[config.mk]
export PLATFORM = sky130hd
export DESIGN_NAME = kmp_stream_matcher
export DESIGN_NICKNAME = d
export VERILOG_FILES = /design/src/rtl/kmp_stream_matcher.sv
export SDC_FILE = /design/constraint.sdc
export NUM_CORES = 1
export LEC_CHECK = 0
export CAP_MARGIN = 15
export CORE_MARGIN = 4
export CORE_UTILIZATION = 55
export DETAILED_ROUTE_END_ITERATION = 8
export GPL_TIMING_DRIVEN = 1
export PLACE_DENSITY = 0.71
export SLEW_MARGIN = 30
export SYNTH_ARGS = -nofsm -noshare
export SYNTH_HDL_FRONTEND = slang
export SYNTH_SLANG_ARGS = --single-unit
[constraint.sdc]
create_clock -name clk -period 7.9 [get_ports clk]
set_input_delay 1.185 -clock clk [delete_from_list [all_inputs] [get_ports clk]]
set_output_delay 1.185 -clock clk [all_outputs]
set_load 0.1 [all_outputs]
[src/rtl/kmp_stream_matcher.sv]
// Runtime-configurable KMP substring counter: loads a pattern, builds its failure table
// on-chip, then scans a valid/ready text stream and reports each match end position.
module kmp_stream_matcher #(
   parameter int MAX_PAT = 16,
   parameter int DATA_W  = 8,
   parameter int CNT_W   = 32,
   localparam int PW     = $clog2(MAX_PAT + 1)
) (
   input  logic              clk,
   input  logic              rst,
   input  logic              pat_we,
   input  logic [PW-1:0]     pat_waddr,
   input  logic [DATA_W-1:0] pat_wdata,
   input  logic [PW-1:0]     pat_len,
   input  logic              overlap,
   input  logic              start,
   output logic              busy,
   input  logic              in_valid,
   output logic              in_ready,
   input  logic [DATA_W-1:0] in_data,
   input  logic              in_last,
   output logic              match_valid,
   input  logic              match_ready,
   output logic [CNT_W-1:0]  match_pos,
   output logic              done,
   output logic              err,
   output logic [CNT_W-1:0]  n_matches
);
   localparam int IW = (MAX_PAT > 1) ? $clog2(MAX_PAT) : 1;

   typedef enum logic [2:0] {
      S_IDLE, S_ERR, S_CPF, S_WAIT, S_SCAN, S_STEP, S_EMIT, S_DONE
   } state_t;
   state_t state, state_n;

   logic [DATA_W-1:0] pat      [MAX_PAT];
   logic [PW-1:0]     fail_tab [MAX_PAT];
   logic [PW-1:0]     len, q, k, cq, k_eq;
   logic              ovl, last;
   logic [DATA_W-1:0] sym, pat_k, pat_cq, pat_q;
   logic [CNT_W-1:0]  idx, cnt;
   logic              len_bad, cpf_fall, q_fall, step_hit, full_hit;

   always_comb begin
      pat_k    = pat[IW'(k)];
      pat_cq   = pat[IW'(cq)];
      pat_q    = pat[IW'(q)];
      len_bad  = (pat_len == '0) || (pat_len > PW'(MAX_PAT));
      cpf_fall = (k != '0) && (pat_k != pat_cq);
      k_eq     = k + PW'(pat_k == pat_cq);
      q_fall   = (q != '0) && (pat_q != sym);
      step_hit = (pat_q == sym);
      full_hit = step_hit && (q == len - PW'(1));
   end

   // Both streams use plain valid/ready: a word moves on a rising edge where valid and
   // ready are both high; the producer holds valid and data stable until that edge.
   always_comb begin
      state_n = state;
      unique case (state)
         S_IDLE: if (start) state_n = len_bad ? S_ERR : S_CPF;
         S_ERR:  state_n = S_IDLE;
         S_CPF:  if (cq == len) state_n = S_WAIT;
         S_WAIT: if (in_valid && in_ready) state_n = S_SCAN;
         S_SCAN: if (!q_fall) state_n = S_STEP;
         S_STEP: begin
            if (full_hit) state_n = S_EMIT;
            else          state_n = last ? S_DONE : S_WAIT;
         end
         S_EMIT: if (match_ready) state_n = last ? S_DONE : S_WAIT;
         S_DONE: state_n = S_IDLE;
         default: state_n = S_IDLE;
      endcase
   end

   always_ff @(posedge clk) begin
      if (rst) state <= S_IDLE;
      else     state <= state_n;
   end

   // Pattern and failure table are storage only; the table is rebuilt on every start.
   always_ff @(posedge clk) begin
      if (state == S_IDLE && pat_we && pat_waddr < PW'(MAX_PAT))
         pat[IW'(pat_waddr)] <= pat_wdata;
      if (state == S_IDLE && start && !len_bad)
         fail_tab[0] <= '0;
      if (state == S_CPF && cq != len && !cpf_fall)
         fail_tab[IW'(cq)] <= k_eq;
   end

   always_ff @(posedge clk) begin
      if (rst) begin
         len         <= '0;
         ovl         <= 1'b0;
         q           <= '0;
         k           <= '0;
         cq          <= '0;
         idx         <= '0;
         cnt         <= '0;
         sym         <= '0;
         last        <= 1'b0;
         match_pos   <= '0;
         n_matches   <= '0;
         busy        <= 1'b0;
         in_ready    <= 1'b0;
         match_valid <= 1'b0;
         done        <= 1'b0;
         err         <= 1'b0;
      end else begin
         busy        <= (state_n != S_IDLE);
         in_ready    <= (state_n == S_WAIT);
         match_valid <= (state_n == S_EMIT);
         done        <= (state_n == S_DONE) || (state_n == S_ERR);
         err         <= (state_n == S_ERR);
         if (state_n == S_DONE) n_matches <= cnt;
         case (state)
            S_IDLE: begin
               if (start) begin
                  if (len_bad) begin
                     n_matches <= '0;
                  end else begin
                     len <= pat_len;
                     ovl <= overlap;
                     cnt <= '0;
                     idx <= '0;
                     q   <= '0;
                     k   <= '0;
                     cq  <= PW'(1);
                  end
               end
            end
            S_CPF: begin
               if (cq != len) begin
                  if (cpf_fall) begin
                     k <= fail_tab[IW'(k - PW'(1))];
                  end else begin
                     k  <= k_eq;
                     cq <= cq + PW'(1);
                  end
               end
            end
            S_WAIT: begin
               if (in_valid && in_ready) begin
                  sym  <= in_data;
                  last <= in_last;
               end
            end
            S_SCAN: if (q_fall) q <= fail_tab[IW'(q - PW'(1))];
            S_STEP: begin
               idx <= idx + CNT_W'(1);
               if (full_hit) begin
                  cnt       <= cnt + CNT_W'(1);
                  match_pos <= idx;
                  // Overlap resumes from the longest border of the whole pattern.
                  q         <= ovl ? fail_tab[IW'(len - PW'(1))] : '0;
               end else if (step_hit) begin
                  q <= q + PW'(1);
               end
            end
            default: ;
         endcase
      end
   end
endmodule

==> qor.yml <==
outcome: "completed"
route.final.wire_length_um: 51800
grt_pass1_wl_um: 80300
worstSetupPathType: "register to register"
grt.overflow.total: 0
floorplan.core_area_um2: 34800
arrival_ns: 5.00
top_family_by_delay_on_critical_path: "simple AND/OR/NAND/NOR gates"
total_leakage_power_nw: 6.93
cts_tree: "done"
cts_max_level: 2
setup-tns-final_ns: 0
timing.slew.headroom_pct: 31.1
ctsLongestPathBuffers: 3
die_x_um: 197
final.fill_count: 2604
rsz0062_at_grt: "false"
antenna-diode-count: 0
p_switching_mw: 1.08
dp.cells: 2054
place.gp.congestion: 0.917
ff_latch_area_um2: 9820
avgRoutedWirePerCell_um: 24.3
grt_use_total_pct: 26.4
most_numerous_cell_in_the_yosys_netlist: "sky130_fd_sc_hd__edfxtp_1"
cts_hold_buffers: 0
yosys-top-cells-area: "sky130_fd_sc_hd__edfxtp_1 (32%), sky130_fd_sc_hd__dfxtp_1 (18%), sky130_fd_sc_hd__mux4_2 (17%)"
ys.flop_type: "sky130_fd_sc_hd__edfxtp_1"
setup.worst_path.start_class: "register"
syn_nets: 1632
floorplan.die_area_um2: 38600
critical_path.reg2reg.endpoint: "fail_tab[12][3]"
p_int_mw: 3.48
portBuffers: 102
count_of_different_cell_masters_after_synthesis: 67
yosysTopAreaCellShare_pct: 31.9
final_core_util_pct: 64.5
drt_drc_violations_left: 0
worst_setup_path_end_kind: "register"
report.final.hold_viol_count: 0
syn_inst: 1587
synth-async-reset-ratio_pct: 0
drt_iter0_markers: 1383
timing.hold.worst_endpoint: "match_pos[22]"
multi_input_gate_area_um2: 9290
combinational_fraction_of_design_power_pct: 8.9
timing.final.setup_violations: 0
share_clk_of_total_power_pct: 43.8
number_of_nets_in_the_layout: 1688
grt_start_max_net_pins: 74
cts.reportedPaths.clkPinSlew_ns: 0.06
ant_nets: 0
endpoint_required_time_on_the_critical_path_ns: 8.06
worst_clock_skew_ns: 0.0167
vias_in_the_first_global_route: 13889
r2r_slack_ns: 3.07
hold_path_depth: 2
cp_max_fo: 32
timing.reg2reg.worst_path_depth: 8
timing_worst_slew_pin_value_ns: 1.02
swShare_pct: 23.7
timing.critical_path.slowest_stage_cell: "sky130_fd_sc_hd__nor4_1"
synth.cells.most_frequent: "sky130_fd_sc_hd__edfxtp_1 (208), sky130_fd_sc_hd__dfxtp_1 (178), sky130_fd_sc_hd__mux4_2 (148), sky130_fd_sc_hd__nand2_1 (148), sky130_fd_sc_hd__nor2_1 (97)"
row_count: 68
cts_sinks: 386
number_of_flops_mapped_to_enable_cells_by_yosys: 208
syn_avg_cell_area_um2: 12.3
syn_area_um2: 19600
path_cells: "mux4_2 > a22o_1 > a221oi_1 > xor2_1 > nand4_1 > o21bai_2 > nand2_2 > nor4_1"
die_h_um: 197
timing.final.crit_period_ns: 4.83
power.density_nw_per_um2: 203
path_depth: 8
synth_top_cell_by_area: "sky130_fd_sc_hd__edfxtp_1"
tightest_hold_margin_ns: 0.453
report.final.slew_viol_count: 0
ys_seq_elements: 386
final-instance-count-excl-fill: 2129
cts-buffers-inserted: 42
synth-warning-count: 0
dr.pass1.iters: 5
library_cell_used_as_clock_root_buffer: "sky130_fd_sc_hd__clkbuf_16"
initial_utilization_pct: 56.2
max_freq_mhz: 207
io-pin-count: 103
areaGrowthSynthToFinish_pct: 14.7
cts.repair.resized: 0
timing.critical_path.slowest_cell_delay_ns: 0.96
postCtsSetupRepairBufs: 0
min_path_type: "register to register"
post_drt_via_cell_ratio: 6.70
timing.hold.worst.start: "match_pos[22]"
vdd.ir_drop.worst_uv: 150
final_min_period_over_clock_period_pct: 61.2
post_dp_cell_area_um2: 20900
seq_area_frac_synth_pct: 50.2
seq_power_share_pct: 47.3
layout.cell_area.non_filler_um2: 22400
post_route_cells_drive_above_1_share_pct: 17.9
dpl.hpwl_um: 34400
clkLatencyLatePin_ns: 0.55
maxCapViolCount: 0
worstPathBufferInverterCount: 0
routed-via-count: 14272
grt_antenna_before_repair: 0
[final cells by class]
type / instances / share of cell area (%)
Multi-Input combinational cell: 1059 / 41.4
Tap cell: 455 / 2.54
Clock buffer: 56 / 5.62
Inverter: 22 / 0.368
Sequential cell: 386 / 43.8
Timing Repair Buffer: 132 / 5.53
Clock inverter: 19 / 0.770
[cells by family (layout without fill, tap and decap cells)]
logic type      Yosys count  in the layout  synth area share, %
xor+xnor                 76             76                 3.40
compound gates          267            267                 9.65
fa+ha+maj                11             11                0.704
mux                     221            221                 20.8
flops                   386            386                 50.2
buf+inv                 142            229                 3.03
simple gates            484            484                 12.2
[layout by cell type (no fill, tap or decap), types with 7 or more instances in the layout]
cell type                         netlist  layout
sky130_fd_sc_hd__a211oi_1              15      15
sky130_fd_sc_hd__a21boi_1              32      32
sky130_fd_sc_hd__a21oi_1               64      63
sky130_fd_sc_hd__a221oi_1              14      14
sky130_fd_sc_hd__a22o_1                18      18
sky130_fd_sc_hd__a31oi_1               12      11
sky130_fd_sc_hd__and2_1                 9       9
sky130_fd_sc_hd__and3_1                17      17
sky130_fd_sc_hd__buf_4                  2      30
sky130_fd_sc_hd__clkbuf_16              0      48
sky130_fd_sc_hd__clkdlybuf4s50_1        0     101
sky130_fd_sc_hd__clkinv_2               0       9
sky130_fd_sc_hd__dfxtp_1              178     174
sky130_fd_sc_hd__edfxtp_1             208     208
sky130_fd_sc_hd__ha_1                  11       9
sky130_fd_sc_hd__inv_1                 18      18
sky130_fd_sc_hd__mux2_2                 7       7
sky130_fd_sc_hd__mux2i_1               66      66
sky130_fd_sc_hd__mux4_2               148     148
sky130_fd_sc_hd__nand2_1              148     145
sky130_fd_sc_hd__nand3_1               37      37
sky130_fd_sc_hd__nand4_1               50      50
sky130_fd_sc_hd__nor2_1                97      87
sky130_fd_sc_hd__nor2_2                 0      10
sky130_fd_sc_hd__nor2b_1               23      23
sky130_fd_sc_hd__nor3_1                26      23
sky130_fd_sc_hd__nor4_1                21      16
sky130_fd_sc_hd__o21ai_0               20      20
sky130_fd_sc_hd__o31ai_1               41      41
sky130_fd_sc_hd__or3_1                 21      20
sky130_fd_sc_hd__or4_1                 10      10
sky130_fd_sc_hd__xnor2_1               34      34
sky130_fd_sc_hd__xor2_1                42      41
[flip-flops by register name, indices dropped and copies added, names as in the netlist, 3 cells and up, named ones only]
register and cells:
pat 128, fail_tab 80, cnt 32, idx 32, match_pos 32, n_matches 32
sym 8, cq 5, k 5, len 5, q 5, state 3
[power groups by stage]
stage / combinational, mW / sequential (mW) / clock (mW)
after global placement: 0.393 / 2.20 / 0
after floorplan: 0.300 / 2.19 / 0
after detailed placement: 0.401 / 2.20 / 0
final: 0.408 / 2.16 / 2.00
after CTS: 0.403 / 2.16 / 2.02
after global routing: 0.435 / 2.16 / 2.12
[worst register-to-register path, stage by stage (launching register included)]
cell,delay (ns)
sky130_fd_sc_hd__dfxtp_4,0.76
sky130_fd_sc_hd__mux4_2,0.60
sky130_fd_sc_hd__a22o_1,0.24
sky130_fd_sc_hd__a221oi_1,0.28
sky130_fd_sc_hd__xor2_1,0.29
sky130_fd_sc_hd__nand4_1,0.19
sky130_fd_sc_hd__o21bai_2,0.56
sky130_fd_sc_hd__nand2_2,0.54
sky130_fd_sc_hd__nor4_1,0.98
[per-stage QoR]
stage	worst slack, ns	power (mW)
2_1_floorplan	3.73	2.49
3_3_place_gp	2.13	2.59
3_5_place_dp	2.56	2.60
4_1_cts	2.58	4.58
5_1_grt	2.76	4.71
6_report	3.07	4.56
[metal layers]
| layer | GRT usage, % | wire (um) | vias to the layer above |
|---|---|---|---|
| met3 | 6.82 | 5160 | 104 |
| met1 | 36.4 | 20900 | 7108 |
| li1 | - | - | 6303 |
| met4 | 8.24 | 1480 | 0 |
| met5 | 0 | 0 | - |
| met2 | 41.9 | 24300 | 757 |
[worst max path at each step]
stage                        start              end  slack [ns]
final                     register  fail_tab[12][3]        3.07
after global routing      register   fail_tab[6][4]        2.76
after CTS                 register   fail_tab[0][0]        2.58
after detailed placement  register   fail_tab[0][2]        2.56
after global placement    register   fail_tab[0][2]        2.13
after floorplan           register  fail_tab[11][0]        3.73
Power figures use the tool's default switching activity.
